[src/rtl/mem_stage.sv]
// mem_stage: RISC-V MEM stage sitting between the EX/MEM and MEM/WB registers.
// ALU results pass straight through; loads and stores are executed one byte
// at a time over a byte-wide memory port, with a stall request held upstream
// until the access completes.
// Optional feature macro: MEM_ALIGN_CHECK_EN. When defined, misaligned
// halfword/word accesses are dropped as bubbles instead of being transferred.
module mem_stage #(
    parameter int         XLEN    = 32,
    parameter logic [4:0] NOP_REG = 5'd0
) (
    input  logic            clk,
    input  logic            rst,
    input  logic            valid_i,
    input  logic [4:0]      wd_i,
    input  logic            wreg_i,
    input  logic [XLEN-1:0] wdata_i,
    input  logic [3:0]      mem_op_i,
    input  logic [XLEN-1:0] mem_addr_i,
    input  logic [XLEN-1:0] mem_sdata_i,
    output logic            mem_req_o,
    output logic            mem_we_o,
    output logic [XLEN-1:0] mem_a_o,
    output logic [7:0]      mem_dout_o,
    input  logic [7:0]      mem_din_i,
    input  logic            mem_ack_i,
    output logic [4:0]      wd_o,
    output logic            wreg_o,
    output logic [XLEN-1:0] wdata_o,
    output logic            stall_req_o
);

    typedef enum logic [1:0] {IDLE, XFER, DONE} state_t;

    typedef enum logic [3:0] {
        OP_NONE = 4'd0, OP_LB, OP_LH, OP_LW, OP_LBU, OP_LHU, OP_SB, OP_SH, OP_SW
    } mem_op_t;

    function automatic logic is_load(input logic [3:0] op);
        return (op >= OP_LB) && (op <= OP_LHU);
    endfunction

    function automatic logic is_store(input logic [3:0] op);
        return (op >= OP_SB) && (op <= OP_SW);
    endfunction

    // Index of the final byte of an access (access size minus one).
    function automatic logic [1:0] last_idx(input logic [3:0] op);
        case (op)
            OP_LH, OP_LHU, OP_SH: return 2'd1;
            OP_LW, OP_SW:         return 2'd3;
            default:              return 2'd0;
        endcase
    endfunction

    function automatic logic [XLEN-1:0] extend(input logic [3:0] op, input logic [XLEN-1:0] m);
        case (op)
            OP_LB:   return {{(XLEN-8){m[7]}}, m[7:0]};
            OP_LH:   return {{(XLEN-16){m[15]}}, m[15:0]};
            OP_LBU:  return {{(XLEN-8){1'b0}}, m[7:0]};
            OP_LHU:  return {{(XLEN-16){1'b0}}, m[15:0]};
            default: return m;
        endcase
    endfunction

    state_t          state_q, state_d;
    logic [1:0]      count_q, count_d, count_inc;
    logic [3:0]      op_q, op_d;
    logic [4:0]      lat_wd_q, lat_wd_d;
    logic [XLEN-1:0] addr_q, addr_d, sdata_q, sdata_d, data_q, data_d, merged;
    logic [4:0]      idx_cur, idx_next;
    logic [4:0]      wd_d;
    logic            wreg_d, req_d, we_d;
    logic [XLEN-1:0] wdata_d, a_d;
    logic [7:0]      dout_d;
    logic            misaligned, start;

`ifdef MEM_ALIGN_CHECK_EN
    assign misaligned = ((mem_op_i == OP_LH || mem_op_i == OP_LHU || mem_op_i == OP_SH) && mem_addr_i[0])
                     || ((mem_op_i == OP_LW || mem_op_i == OP_SW) && (mem_addr_i[1:0] != 2'b00));
`else
    assign misaligned = 1'b0;
`endif

    assign start       = (state_q == IDLE) && valid_i && (is_load(mem_op_i) || is_store(mem_op_i)) && !misaligned;
    assign stall_req_o = start || (state_q == XFER);

    assign count_inc = count_q + 2'd1;
    assign idx_cur   = {count_q, 3'b000};
    assign idx_next  = {count_inc, 3'b000};

    // Control state and all registered port outputs, cleared by reset.
    // NOTE: sequential state uses non-blocking assignments so every register samples pre-edge values.
    always_ff @(posedge clk) begin
        if (rst) begin
            state_q    <= IDLE;
            count_q    <= 2'd0;
            wd_o       <= NOP_REG;
            wreg_o     <= 1'b0;
            wdata_o    <= '0;
            mem_req_o  <= 1'b0;
            mem_we_o   <= 1'b0;
            mem_a_o    <= '0;
            mem_dout_o <= 8'h00;
        end else begin
            state_q    <= state_d;
            count_q    <= count_d;
            wd_o       <= wd_d;
            wreg_o     <= wreg_d;
            wdata_o    <= wdata_d;
            mem_req_o  <= req_d;
            mem_we_o   <= we_d;
            mem_a_o    <= a_d;
            mem_dout_o <= dout_d;
        end
    end

    // Captured instruction fields and load assembly buffer.
    // NOTE: these are only read after being loaded on acceptance, so they carry no reset.
    always_ff @(posedge clk) begin
        op_q     <= op_d;
        lat_wd_q <= lat_wd_d;
        addr_q   <= addr_d;
        sdata_q  <= sdata_d;
        data_q   <= data_d;
    end

    // Next-state logic: accept, transfer bytes until the last ack, then one result cycle.
    always_comb begin
        state_d = state_q;
        unique case (state_q)
            IDLE:    if (start) state_d = XFER;
            XFER:    if (mem_ack_i && (count_q == last_idx(op_q))) state_d = DONE;
            DONE:    state_d = IDLE;
            default: state_d = IDLE;
        endcase
    end

    // Next values of the registered outputs and captured fields.
    // NOTE: every variable gets a default first so no path infers a latch.
    always_comb begin
        count_d  = count_q;
        op_d     = op_q;
        lat_wd_d = lat_wd_q;
        addr_d   = addr_q;
        sdata_d  = sdata_q;
        data_d   = data_q;
        wd_d     = NOP_REG;
        wreg_d   = 1'b0;
        wdata_d  = '0;
        req_d    = 1'b0;
        we_d     = 1'b0;
        a_d      = '0;
        dout_d   = 8'h00;
        merged   = data_q;
        merged[idx_cur +: 8] = mem_din_i;

        unique case (state_q)
            IDLE: begin
                if (start) begin
                    op_d     = mem_op_i;
                    lat_wd_d = wd_i;
                    addr_d   = mem_addr_i;
                    sdata_d  = mem_sdata_i;
                    data_d   = '0;
                    count_d  = 2'd0;
                    req_d    = 1'b1;
                    we_d     = is_store(mem_op_i);
                    a_d      = mem_addr_i;
                    dout_d   = mem_sdata_i[7:0];
                end else if (valid_i && !is_load(mem_op_i) && !is_store(mem_op_i)) begin
                    wd_d    = wd_i;
                    wreg_d  = wreg_i;
                    wdata_d = wdata_i;
                end
            end
            XFER: begin
                if (mem_ack_i) begin
                    data_d = merged;
                    if (count_q == last_idx(op_q)) begin
                        if (is_load(op_q)) begin
                            wreg_d  = 1'b1;
                            wd_d    = lat_wd_q;
                            wdata_d = extend(op_q, merged);
                        end
                    end else begin
                        count_d = count_inc;
                        req_d   = 1'b1;
                        we_d    = mem_we_o;
                        a_d     = addr_q + XLEN'(count_inc);
                        dout_d  = sdata_q[idx_next +: 8];
                    end
                end else begin
                    req_d  = 1'b1;
                    we_d   = mem_we_o;
                    a_d    = mem_a_o;
                    dout_d = mem_dout_o;
                end
            end
            default: ;
        endcase
    end

endmodule

[config.mk]
export PLATFORM = sky130hd
export DESIGN_NAME = mem_stage
export DESIGN_NICKNAME = d
export VERILOG_FILES = /design/src/rtl/mem_stage.sv
export SDC_FILE = /design/constraint.sdc
export NUM_CORES = 1
export LEC_CHECK = 0
export BUFFER_PORTS_ARGS = -buffer_cell sky130_fd_sc_hd__buf_2
export CORE_ASPECT_RATIO = 0.7
export CORE_MARGIN = 2
export CORE_UTILIZATION = 55
export DETAILED_ROUTE_END_ITERATION = 10
export PLACE_DENSITY_LB_ADDON = 0.1
export SLEW_MARGIN = 20
export SYNTH_ARGS = -nofsm -noshare
export SYNTH_HDL_FRONTEND = slang
export SYNTH_SLANG_ARGS = --single-unit
[constraint.sdc]
create_clock -name clk -period 15.2 [get_ports clk]
set_input_delay 4.56 -clock clk [delete_from_list [all_inputs] [get_ports clk]]
set_output_delay 4.56 -clock clk [all_outputs]
set_load 0.01 [all_outputs]
# Word level (Yosys, flattened, before mapping)
# Index checks and enable logic that the tools add are counted.
dict set report totals {
  wordCells 112
  ff_bits 189
}
dict set report classes {
  shifts 3
  magnitude_cmp 6
  n_eq_ne 15
  n_addsub 3
  reduce_logical 21
  mux 50
}
# operator n
set ops {}
lappend ops {{$mux 32} 10}
lappend ops {{$pmux 32 s2} 3}
lappend ops {{$pmux 32 s4} 1}
lappend ops {{$add 32x2->32} 1}
lappend ops {{$bwmux 32} 1}
lappend ops {{$shift 8x7->32 const A} 1}
lappend ops {{$shiftx 32x6->8} 1}
lappend ops {{$shiftx 8x7->32} 1}
lappend ops {{$mux 5} 5}
lappend ops {{$mux 8} 3}
lappend ops {{$mux 2} 8}
lappend ops {{$pmux 8 s2} 1}
lappend ops {{$eq 4x3->1 const B} 3}
lappend ops {{$pmux 2 s2} 3}
lappend ops {{$mux 1} 11}
lappend ops {{$pmux 5 s2} 1}
lappend ops {{$eq 4x2->1 const B} 2}
lappend ops {{$ge 4x1->1 const B} 2}
lappend ops {{$le 4x3->1 const B} 2}
lappend ops {{$logic_and 1x1->1} 8}
lappend ops {{$neg 5->7} 1}
lappend ops {{$ne 2x2->1 const B} 3}
lappend ops {{$pmux 1 s2} 3}
lappend ops {{$reduce_and 2->1} 3}
lappend ops {{other kinds (16)} 20}

# Depth between registers and ports, before layout
# Gate-level depths: netlist (run 1).
dict set report logic_depth {
  ltp_word 9
  mapped_depth 11
  mapped_depth_nobuf 9
}

# Worst setup path before layout (run 1)
# No wires, ideal clock.
dict set report synth_path {
  kind {input port to output port}
  startpoint {input port mem_op_i[2]}
  endpoint {output port stall_req_o}
  required_ps 10640
  path_slack_ps 4950
  stages 4
  t_arrival_ps 5690
  path_cell_list {nor3_1 -> xor2_1 -> nor4b_1 -> nand2b_1}
}
dict set report synth_via {
  elab_chain_cells 5
  elab_cells_between_ends 9
}
# element line
set synth_rtl {}
lappend synth_rtl {{start, declared} 17} ;# input logic [3:0] mem_op_i,
lappend synth_rtl {{$ge 4x1->1, or another cell as far along} 39} ;# return (op >= OP_LB) && (op <= OP_LHU);
lappend synth_rtl {{$logic_and 1x1->1 (on tied branches)} {39, 43}}
lappend synth_rtl {{$logic_or 1x1->1 (*)} 84} ;# assign start = (state_q == IDLE) && valid_i && (is_load(mem_op_i) || is_store(mem_op_i)) && !misaligned;
lappend synth_rtl {{$logic_and 1x1->1 (*)} 84}
lappend synth_rtl {{$logic_or 1x1->1 (*)} 85} ;# assign stall_req_o = start || (state_q == XFER);
lappend synth_rtl {{end, declared} 29} ;# output logic stall_req_o
# Every way passes the cells marked *; elsewhere a longest branch is shown, timed or not.

# Final worst setup path (run 1)
# Ends and elaborated chain as after synthesis.

==> results of run 1 <==
## critical path: cells and delay by family
family	cells	cell delay (ns)
and+or+nand+nor	3	0.62
buffers and inverters	2	0.28
xor gates and xnor gates	1	0.50
## logic make-up after synthesis
family / Yosys count
flip-flops: 189
AND/OR/NAND/NOR: 187
AO/OA/AOI/OAI: 178
buffers and inverters: 57
XOR/XNOR: 32
multiplexers: 10
adder cells (fa/ha/maj): 8
## final cells by class
cell class                      count  area [sq um]  share of cell area (%)
Clock buffer                       21           470                    4.91
Clock inverter                     11           113                    1.17
Inverter                           15          56.3                   0.587
Multi-Input combinational cell    415          2840                    29.6
Sequential cell                   189          4830                    50.4
Tap cell                          190           238                    2.48
Timing Repair Buffer              204          1040                    10.8
## cells in the mapped netlist, types with 5 or more instances
cell,n
nor2b_1,25
xor2_1,22
nor2_1,35
a22o_1,29
and4_1,5
a21oi_1,38
nand2_1,34
and3_1,10
nor3_1,7
o21ai_1,6
inv_1,15
a32o_1,7
ha_1,7
nand2b_1,9
a22oi_1,39
nand3_1,29
edfxtp_1,105
nand4_1,11
clkbuf_1,32
o21ai_0,33
xnor2_1,10
dfxtp_1,84
mux4_2,8
o22ai_1,10
## metrics by stage
stage,area [sq um],hold WS (ns)
after floorplan,7880,0.436
after global placement,8990,0.442
after detailed placement,8990,0.456
after CTS,9580,0.469
after global routing,9590,0.481
final,9590,0.466
## state kept, by name, summed over array words and instances (netlist names), 4 cells and up
signal,flops
mem_a_o,32
sdata_q,32
op_q,4
wd_o,5
mem_dout_o,8
data_q,32
addr_q,32
lat_wd_q,5
wdata_o,32
## routing by layer
layer	share of wire [%]	GRT usage (%)	up-vias
met5	0	0	-
met4	1.4	7.07	0
met3	8.8	7.06	26
met2	44	36.5	296
met1	46	38.0	2939
li1	-	-	2852
## how the worst max path moves through the flow
| stage | startpoint | to | slack [ns] | cells past startpoint |
|---|---|---|---|---|
| after global placement | mem_op_i[2] | stall_req_o | 4.82 | 6 |
| after detailed placement | mem_op_i[2] | stall_req_o | 4.73 | 6 |
| final | mem_op_i[2] | stall_req_o | 4.68 | 6 |
| after floorplan | mem_op_i[2] | stall_req_o | 4.95 | 4 |
| after global routing | mem_op_i[2] | stall_req_o | 4.57 | 6 |
| after CTS | mem_op_i[2] | stall_req_o | 4.73 | 6 |
## where the power goes
group	internal, mW	switching [mW]
logic	0.0412	0.0627
clock network	0.255	0.187
registers	0.571	0.0141
total	0.867	0.264
==> out/qor.yml, run 1 <==
floorplan:
  die_h_um: 104
  pin_count: 199
  chipWidth_um: 147
  coreArea_sq_mm: 0.0140
  rows: 36
  fp.dieArea_sq_mm: 0.0153
  effective_utilization_at_floorplan_pct: 56.4
job:
  cap_violations: 0
clocking:
  clock_sinks: 189
  post-cts-setup-buffer-count: 0
  cts.htree.levels: 4
  insertion_delay_ns: 0.43
  clock_tree_from_tritoncts: "yes"
  cts_hold_buf: 0
  cts.reportedPaths.clkPinSlew_ns: 0.06
  cts_repair_resize_count: 0
  clk_path_buf_depth: 2
  numCtsBuffers: 17
  cts-root-buf: "clkbuf_16"
placed_design:
  place_hpwl_um: 13600
  dp_cells: 1013
  place.gp.congestion: 0.821
  io_buffer_count: 198
  place_ws_ns: 4.73
logic_synthesis:
  synth-xor-area-share_pct: 3.56
  netlist_instances: 661
  synth_top_area_cell: "edfxtp_1"
  synth_area_sq_mm: 0.00788
  synth.ff_latch_count: 189
  synth_compound_gate_area_share_pct: 15.2
  synth_top_family_by_area: "compound AO/OA/AOI/OAI gates"
  synth_top_cells_by_area: "edfxtp_1 (40%), dfxtp_1 (21%), a22oi_1 (3.7%), a22o_1 (3.2%), xor2_1 (2.4%)"
  yosys_warnings: 0
  library_cells_used_by_synthesis: 56
  yosys.area_share.adder_pct: 1.37
  synth.yosys.seq_area_share_pct: 61.4
  synth.avg_cell_area_sq_um: 11.9
  synthesis.nets: 787
  synth_simple_gate_area_share_pct: 13.0
  dominant_synthesized_flop_cell: "edfxtp_1"
  synth_top_cell_area_share_pct: 40.0
  postSynth.asyncResetShare_pct: 0
  synth_edf_count: 105
  synthMuxAreaShare_pct: 2.54
layout:
  fraction_of_layout_instances_using_a_drive_strength_above_1_pct: 29.2
  layout_common_cells: "buf_2 (198), edfxtp_1 (105), dfxtp_1 (84)"
  fin_util_pct: 68.7
  area_growth_syn_to_layout_pct: 21.7
  layoutNonFillerInstCount: 1045
  antennaDiodeCount: 0
  layout.filler_cells: 1049
  final_nets: 968
  layout_commonest_cell: "buf_2"
routing:
  routed_wire_length_per_instance_um: 18.5
  drc: 0
  antenna_violating_nets_post_route: 0
  drt_wl_total_um: 19300
  avgViaCountPerCell: 5.85
  drt_first_iter_violations: 494
  detail_route.first_pass.iterations: 5
  route.vias.total: 6113
sta:
  fmax_ghz: 0.0951
  slew-limit-headroom_pct: 24.6
  fin_crit_sh_pct: 69.2
  setup-violations-final: 0
  min_clock_period_post_route_ns: 10.52
  timing.final.hold_violations: 0
  final-max-slew-violation-count: 0
  transition_time_of_the_tightest_slew_check_pin_ns: 1.13
  unrepaired_setup_endpoints_after_global_routing: "no"
  finalWorstSetupSlack_ns: 4.68
  tns_ns: 0
  skew_ns: 0.00654
worst_setup_path:
  worst_reg2reg_path_depth: 8
  start_kind: "input port"
  cp.required_ns: 10.64
  worstReg2RegStart: "count_q[0]"
  timing.critical_path.to_type: "output port"
  path_max_fanout: 3
  timing.critical_path.cells: "buf_2 > nor3_1 > xor2_1 > nor4b_2 > nand2b_1 > buf_2"
  timing_worst_setup_path_type: "in2out"
  regToRegSetupSlack_ns: 10.88
  slowest_delay_ns: 0.50
  worst_path_most_repeated_cell: "buf_2"
  worst_r2r_endpoint: "wdata_o[30]"
  timing.critical_path.slowest_stage_cell: "xor2_1"
  cp_data_arrival_time_ns: 5.96
grt:
  grt_max_degree: 95
  grt_antenna_before_repair: 0
  vias_in_the_first_global_route: 5760
  grt_overflow_total: 0
  grt_usage_pct: 25.4
  grt_first_pass_wirelength_um: 30300
hold_path:
  hold_end: "wd_o[1]"
  min_path_cells: 1
  hold_path.class: "reg2reg"
  hold_path.startpoint: "lat_wd_q[1]"
power_and_ir_drop:
  power.static_leakage_nw: 3.86
  report.power.total_mw: 1.13
  vdd_drop_max_mv: 0.0732
  power_density_mw_per_mm2: 118
outcome:
  run_status: "finished, final reports clean"
No activity file was read; power rests on OpenSTA's default activity.
==> run 2, diff against run 1 <==
Settings changed: ABC_AREA from default to 1, CORE_UTILIZATION 55 to 54.
Clock period 15.2 ns to 10.1 ns, I/O delays scaled along.
==> run 2 against run 1 <==
Against the previous run: global-route usage is 3.6 points higher; critical path depth increased by 3; clock-buffer cell count decreased by 2; total power increased by 71%; first-iteration DRC count rose by 62%; core utilization is 3.4 points lower; area after synthesis grew 13%; cell area grew 10%; critical path type unchanged.
==> out/qor.yml, run 2 <==
logic_synthesis:
  synth_top_cell_area_share_pct: 35.5  # was 40.0%
  synth.top_cells.by_count: "nand2_1 (378), nor2_1 (113), a21oi_1 (108)"  # was edfxtp_1 (105), dfxtp_1 (84), a22oi_1 (39)
  netlist_instances: 1078  # was 661
  synth.ff_latch_count: 189  # unchanged
  synth.yosys.seq_area_share_pct: 54.5  # was 61.4%
  synth_edf_count: 105  # unchanged
  synth_top_cells_by_area: "edfxtp_1 (36%), dfxtp_1 (19%), nand2_1 (16%), a21oi_1 (6.1%), nor2_1 (4.8%)"  # was edfxtp_1 (40%), dfxtp_1 (21%), a22oi_1 (3.7%), a22o_1 (3.2%), xor2_1 (2.4%)
  synth.avg_cell_area_sq_um: 8.23  # was 11.9 sq um
  postSynth.asyncResetShare_pct: 0  # unchanged
  yosys_warnings: 0  # unchanged
  synth_top_area_cell: "edfxtp_1"  # unchanged
  synthesis.nets: 1204  # was 787
  dominant_synthesized_flop_cell: "edfxtp_1"  # unchanged
  synth_area_sq_mm: 0.00888  # was 0.00788 sq mm
  library_cells_used_by_synthesis: 34  # was 56
  post-synth-top-count-cell: "nand2_1"  # was edfxtp_1
routing:
  detail_route.first_pass.iterations: 6  # was 5
  drt_first_iter_violations: 802  # was 494
  top_layer_used: "met5"  # was met4
  routed_wire_length_per_instance_um: 16.5  # was 18.5 um
  met1_length_um: 12000  # was 8880 um
  route.vias.total: 7997  # was 6113
  antenna_violating_nets_post_route: 0  # unchanged
  drc: 0  # unchanged
  met3WireLength_um: 2800  # was 1710 um
  met2WireLength_um: 9510  # was 8470 um
  avgViaCountPerCell: 5.37  # was 5.85
  drt_wl_total_um: 24600  # was 19300 um
power_and_ir_drop:
  power.switching_fraction_pct: 30.8  # was 23.3%
  power_density_mw_per_mm2: 183  # was 118 mW/mm^2
  power.sequential.fraction_pct: 47.0  # was 51.8%
  report.power.total_mw: 1.93  # was 1.13 mW
  comb_power_share_pct: 18.6  # was 9.2%
  p_int_mw: 1.34  # was 0.867 mW
  power_switching_mw: 0.594  # was 0.264 mW
  share_clk_of_total_power_pct: 34.5  # was 39.0%
  power.static_leakage_nw: 4.50  # was 3.86 nW
  vdd_drop_max_mv: 0.102  # was 0.0732 mV
clocking:
  insertion_delay_ns: 0.44  # was 0.43 ns
  clock_tree_from_tritoncts: "yes"  # unchanged
  clk_path_buf_depth: 2  # unchanged
  cts-root-buf: "clkbuf_16"  # unchanged
  cts_repair_resize_count: 0  # unchanged
  numCtsBuffers: 17  # unchanged
  cts_hold_buf: 0  # unchanged
  post-cts-setup-buffer-count: 0  # unchanged
  cts.htree.levels: 4  # unchanged
  clock_sinks: 189  # unchanged
  cts.reportedPaths.clkPinSlew_ns: 0.07  # was 0.06 ns
worst_setup_path:
  worstSetupStartpoint: "mem_op_i[2]"  # unchanged
  slowest_delay_ns: 0.13  # was 0.50 ns
  cp.required_ns: 7.07  # was 10.64 ns
  timing.critical_path.cells: "buf_2 > nor2_1 > nand2_1 > nand2_1 > nand2_1 > inv_1 > nand2_1 > nand2_1 > buf_2"  # was buf_2 > nor3_1 > xor2_1 > nor4b_2 > nand2b_1 > buf_2
  worst_path_most_repeated_cell: "nand2_1"  # was buf_2
  timing.critical_path.to_type: "output port"  # unchanged
  start_kind: "input port"  # unchanged
  timing_worst_setup_path_type: "in2out"  # unchanged
  cp_data_arrival_time_ns: 3.86  # was 5.96 ns
  worstReg2RegStart: "count_q[0]"  # unchanged
  timing.critical_path.slowest_stage_cell: "nor2_1"  # was xor2_1
  critical_path.top_delay_family: "simple AND/OR/NAND/NOR gates"  # unchanged
  regToRegSetupSlack_ns: 6.41  # was 10.88 ns
  worst_r2r_endpoint: "wdata_o[23]"  # was wdata_o[30]
  path_max_fanout: 3  # unchanged
  critPathBufInv: 3  # was 2
  worst_reg2reg_path_depth: 10  # was 8
floorplan:
  rows: 39  # was 36
  effective_utilization_at_floorplan_pct: 54.8  # was 56.4%
  chipWidth_um: 157  # was 147 um
  coreArea_sq_mm: 0.0162  # was 0.0140 sq mm
  pin_count: 199  # unchanged
  die_h_um: 111  # was 104 um
  fp.dieArea_sq_mm: 0.0175  # was 0.0153 sq mm
layout:
  layout_common_cells: "nand2_1 (378), buf_2 (198), nor2_1 (110)"  # was buf_2 (198), edfxtp_1 (105), dfxtp_1 (84)
  fraction_of_layout_instances_using_a_drive_strength_above_1_pct: 20.5  # was 29.2%
  final_nets: 1377  # was 968
  antennaDiodeCount: 0  # unchanged
  area_growth_syn_to_layout_pct: 19.1  # was 21.7%
  layoutNonFillerInstCount: 1489  # was 1045
  layout_commonest_cell: "nand2_1"  # was buf_2
  fin_util_pct: 65.2  # was 68.7%
sta:
  tns_ns: 0  # unchanged
  setup-violations-final: 0  # unchanged
  fmax_ghz: 0.145
  fin_crit_sh_pct: 68.3
  min_clock_period_post_route_ns: 6.89
  final-max-slew-violation-count: 0  # unchanged
  finalWorstSetupSlack_ns: 3.21  # was 4.68 ns
  skew_ns: 0.0124  # was 0.00654 ns
  unrepaired_setup_endpoints_after_global_routing: "no"  # unchanged
  slew-limit-headroom_pct: 39.2  # was 24.6%
  timing.final.hold_violations: 0  # unchanged
  transition_time_of_the_tightest_slew_check_pin_ns: 0.913  # was 1.13 ns
hold_path:
  hold_path.startpoint: "mem_a_o[17]"  # was lat_wd_q[1]
  hold_path.class: "reg2reg"  # unchanged
  hold_end: "mem_a_o[17]"  # was wd_o[1]
  min_path_cells: 2  # was 1
grt:
  grt_overflow_total: 0  # unchanged
  grt_usage_pct: 29.0  # was 25.4%
  grt_first_pass_wirelength_um: 39000  # was 30300 um
  vias_in_the_first_global_route: 7372  # was 5760
  grt_antenna_before_repair: 1  # was 0
  grt_max_degree: 83  # was 95
placed_design:
  place_hpwl_um: 17500  # was 13600 um
  dp_cells: 1457  # was 1013
  io_buffer_count: 198  # unchanged
  place.gp.congestion: 0.939  # was 0.821
  place_ws_ns: 3.20  # was 4.73 ns
job:
  cap_violations: 0  # unchanged
outcome:
  run_status: "finished, final reports clean"  # unchanged
==> run 2: cell count changes after synthesis, sizes merged, moves of 14 or more <==
cell / previous run / this run
nor2b: 25 / 0
inv: 15 / 46
nor2: 35 / 114
nand2: 34 / 383
nor3: 8 / 22
buf: 10 / 27
a22oi: 39 / 16
a22o: 29 / 0
nand3: 29 / 69
xor2: 22 / 8
a21oi: 39 / 109
==> run 2: stage by stage <==
stage / hold slack (ns) / cell area (sq um)
after floorplan: 0.483 / 8880
after global placement: 0.450 / 9990
after detailed placement: 0.455 / 9990
after CTS: 0.467 / 10600
after global routing: 0.477 / 10600
final: 0.466 / 10600
==> run 2: cells by family (layout without fill, tap and decap cells) <==
logic type	after synthesis	in the layout	synth area share, %
xor gates and xnor gates	20	20	1.97
AOI/OAI and AO/OA	163	163	10.2
buffers and inverters	101	287	4.74
DFF	189	189	54.5
adders and majority gates	8	8	1.21
and+or+nand+nor	597	597	27.4
==> run 2: power groups by stage <==
stage,Sequential [mW],Clock [mW],Combinational [mW]
floorplan,0.925,0,0.233
finish,0.906,0.665,0.359
detailed placement,0.923,0,0.353
global route,0.913,0.707,0.400
global placement,0.921,0,0.349
CTS,0.906,0.673,0.356
==> run 2: metal layers <==
| metal | track usage, % | vias up |
|---|---|---|
| li1 | - | 3927 |
| met1 | 46.7 | 3672 |
| met2 | 37.7 | 369 |
| met3 | 8.44 | 27 |
| met4 | 6.79 | 2 |
| met5 | 0 | - |
==> run 2: layout make-up <==
type                            instances  area, sq um
Sequential cell                       189         4830
Tap cell                              225          282
Clock inverter                         13          115
Clock buffer                           19          464
Multi-Input combinational cell        788         3640
Timing Repair Buffer                  206         1050
Inverter                               49          186
Fill cell                            1458         5630
==> run 2: worst max-delay path by stage <==
stage	endpoint	depth (start not counted)
floorplan	stall_req_o	7
global placement	stall_req_o	9
detailed placement	stall_req_o	9
CTS	stall_req_o	9
global route	stall_req_o	9
finish	stall_req_o	9
==> run 2: worst register-to-register path, cell delays in order, from the launching register on <==
cell,delay [ns]
dfxtp_1,0.89
inv_2,0.47
ha_1,0.62
inv_1,0.34
nor2_1,0.53
a22oi_1,0.20
nand2_1,0.12
nand3_1,0.10
nor2_1,0.12
nand3_1,0.09
a21oi_1,0.14
==> run 3, diff against run 2 <==
Settings changed: ABC_AREA 1 to 0, CORE_UTILIZATION 54 to 48.
Clock period 10.1 ns to 6 ns, I/O delays scaled along.
==> run 3 against run 2 <==
Against the previous run: critical path depth down 3; clock skew shrank 0.00098 ns; flip-flop and latch count unchanged; core utilization is 5.3 points lower; cell area fell by 8.1%; die area decreased by 0.13%; clock power grew 83%; combinational power is 25% lower; worst hold slack better by 0.0044 ns.
==> out/qor.yml, run 3 (synthesis gave the netlist of run 1 again) <==
outcome:
  run_status: "finished, final reports clean"  # unchanged
power_and_ir_drop:
  power_density_mw_per_mm2: 306  # was 183 mW/mm^2
  power.static_leakage_nw: 3.90  # was 4.50 nW
  vdd_drop_max_mv: 0.203  # was 0.102 mV
floorplan:
  pin_count: 199  # unchanged
  fp.dieArea_sq_mm: 0.0175  # about the same
  coreArea_sq_mm: 0.0162  # unchanged
  rows: 39  # unchanged
  die_h_um: 111  # about the same
  effective_utilization_at_floorplan_pct: 48.6  # was 54.8%
  chipWidth_um: 157  # about the same
layout:
  fraction_of_layout_instances_using_a_drive_strength_above_1_pct: 29.6  # was 20.5%
  area_growth_syn_to_layout_pct: 23.3  # was 19.1%
  layout_common_cells: "buf_2 (198), edfxtp_1 (105), dfxtp_1 (84)"  # was nand2_1 (378), buf_2 (198), nor2_1 (110)
  layout_commonest_cell: "buf_2"  # was nand2_1
  final_nets: 972  # was 1377
  multi_input_area_sq_mm: 0.00283  # was 0.00364 sq mm
  layout.filler_cells: 1358  # was 1458
  antennaDiodeCount: 0  # unchanged
  flip_flop_and_latch_area_sq_mm: 0.00483  # unchanged
sta:
  fin_crit_sh_pct: 81.2
  worst_hold_slack_ns: 0.471  # was 0.466 ns
  fmax_ghz: 0.205
  tns_ns: 0  # unchanged
  min_clock_period_post_route_ns: 4.87
  unrepaired_setup_endpoints_after_global_routing: "no"  # unchanged
  setup-violations-final: 0  # unchanged
  transition_time_of_the_tightest_slew_check_pin_ns: 1.12  # was 0.913 ns
  final-max-slew-violation-count: 0  # unchanged
  skew_ns: 0.0115  # was 0.0124 ns
  slew-limit-headroom_pct: 24.1  # was 39.2%
  timing.final.hold_violations: 0  # unchanged
worst_setup_path:
  slowest_delay_ns: 0.31  # was 0.13 ns
  cp_data_arrival_time_ns: 3.07  # was 3.86 ns
  timing.critical_path.cells: "buf_2 > nor3_1 > xor2_1 > nor4b_2 > nand2b_1 > buf_2"  # was buf_2 > nor2_1 > nand2_1 > nand2_1 > nand2_1 > inv_1 > nand2_1 > nand2_1 > buf_2
  critical_path_cell_count: 6  # was 9
  worst_r2r_endpoint: "wdata_o[29]"  # was wdata_o[23]
  path_max_fanout: 3  # unchanged
  worstReg2RegStart: "count_q[0]"  # unchanged
  regToRegSetupSlack_ns: 1.72  # was 6.41 ns
  critPathBufInv: 2  # was 3
  worst_path_most_repeated_cell: "buf_2"  # was nand2_1
  timing_worst_setup_path_type: "in2out"  # unchanged
  timing.critical_path.to_type: "output port"  # unchanged
  cp.required_ns: 4.20  # was 7.07 ns
  critical_path.top_delay_family: "simple AND/OR/NAND/NOR gates"  # unchanged
  timing.critical_path.slowest_stage_cell: "nor4b_2"  # was nor2_1
  start_kind: "input port"  # unchanged
  worst_reg2reg_path_depth: 8  # was 10
routing:
  drt_wl_total_um: 20000  # was 24600 um
  drt_first_iter_violations: 493  # was 802
  drc: 0  # unchanged
  route.vias.total: 6059  # was 7997
  avgViaCountPerCell: 5.59  # was 5.37
  antenna_violating_nets_post_route: 0  # unchanged
  detail_route.first_pass.iterations: 5  # was 6
  routed_wire_length_per_instance_um: 18.5  # was 16.5 um
clocking:
  cts.htree.levels: 4  # unchanged
  post-cts-setup-buffer-count: 0  # unchanged
  clock_tree_from_tritoncts: "yes"  # unchanged
  cts_repair_resize_count: 0  # unchanged
  clk_path_buf_depth: 2  # unchanged
  cts_hold_buf: 0  # unchanged
  clock_sinks: 189  # unchanged
  cts-root-buf: "clkbuf_16"  # unchanged
  numCtsBuffers: 17  # unchanged
  cts.reportedPaths.clkPinSlew_ns: 0.07  # about the same
  insertion_delay_ns: 0.43  # was 0.44 ns
hold_path:
  min_path_cells: 1  # was 2
  hold_end: "wd_o[3]"  # was mem_a_o[17]
  hold_path.startpoint: "lat_wd_q[3]"  # was mem_a_o[17]
  hold_path.class: "reg2reg"  # unchanged
grt:
  vias_in_the_first_global_route: 5861  # was 7372
  grt_overflow_total: 0  # unchanged
  grt_first_pass_wirelength_um: 31100  # was 39000 um
  grt_antenna_before_repair: 0  # was 1
  grt_max_degree: 69  # was 83
  grt_usage_pct: 23.2  # was 29.0%
placed_design:
  place_hpwl_um: 14100  # was 17500 um
  io_buffer_count: 198  # unchanged
  place.gp.congestion: 0.803  # was 0.939
job:
  cap_violations: 0  # unchanged
==> run 3: cell count changes in the layout (fill, tap and decap cells not counted), moves of 29 or more <==
cell | before | now
nor2_1 | 110 | 34
a22o_1 | 0 | 29
nand3_1 | 67 | 29
nand2_1 | 378 | 34
a21oi_1 | 107 | 38
==> run 3: cell type report <==
cell class	count	share of cell area, %
multi-input combinational	415	29.2
sequential	189	49.8
clock buffer	21	4.75
clock inverter	11	1.82
timing repair buffer	208	11.0
inverter	15	0.579
tap	225	2.90
==> run 3: metal layers <==
metal | share of wire [%] | track usage [%] | routed length [um] | up-vias
met5 | 0 | 0 | 0 | -
met4 | 1.1 | 6.30 | 213 | 0
met1 | 48 | 36.0 | 9700 | 2909
li1 | - | - | - | 2863
met3 | 8.8 | 5.82 | 1760 | 16
met2 | 42 | 32.2 | 8340 | 271
==> run 3: worst max-delay path by stage <==
| stage | slack, ns | end | startpoint |
|---|---|---|---|
| after floorplan | 0.25 | data_q[0] | mem_op_i[2] |
| after global placement | 1.14 | mem_dout_o[0] | mem_op_i[2] |
| after detailed placement | 1.05 | mem_dout_o[3] | mem_op_i[2] |
| after CTS | 1.15 | stall_req_o | mem_op_i[2] |
| after global routing | 0.99 | stall_req_o | mem_op_i[2] |
| final | 1.13 | stall_req_o | mem_op_i[2] |
==> run 3: where the power goes <==
group / switching [mW] / leakage (nW) / internal [mW]
sequential: 0.0352 / 1.68 / 1.45
clock: 0.492 / 0.314 / 0.731
combinational: 0.161 / 1.91 / 0.107
==> run 3: through the flow <==
stage / util, % / power (mW) / setup WS (ns) / cells / cell area (sq um)
3_3_place_gp: 55.9 / 1.77 / 1.14 / 1051 / 9060
4_1_cts: 59.9 / 3.00 / 1.15 / 1083 / 9700
6_report: 60.0 / 2.97 / 1.13 / 1084 / 9720
2_1_floorplan: - / 1.65 / 0.246 / 661 / 7880
5_1_grt: 60.0 / 3.07 / 0.992 / 1084 / 9720
3_5_place_dp: 55.9 / 1.78 / 1.05 / 1051 / 9060
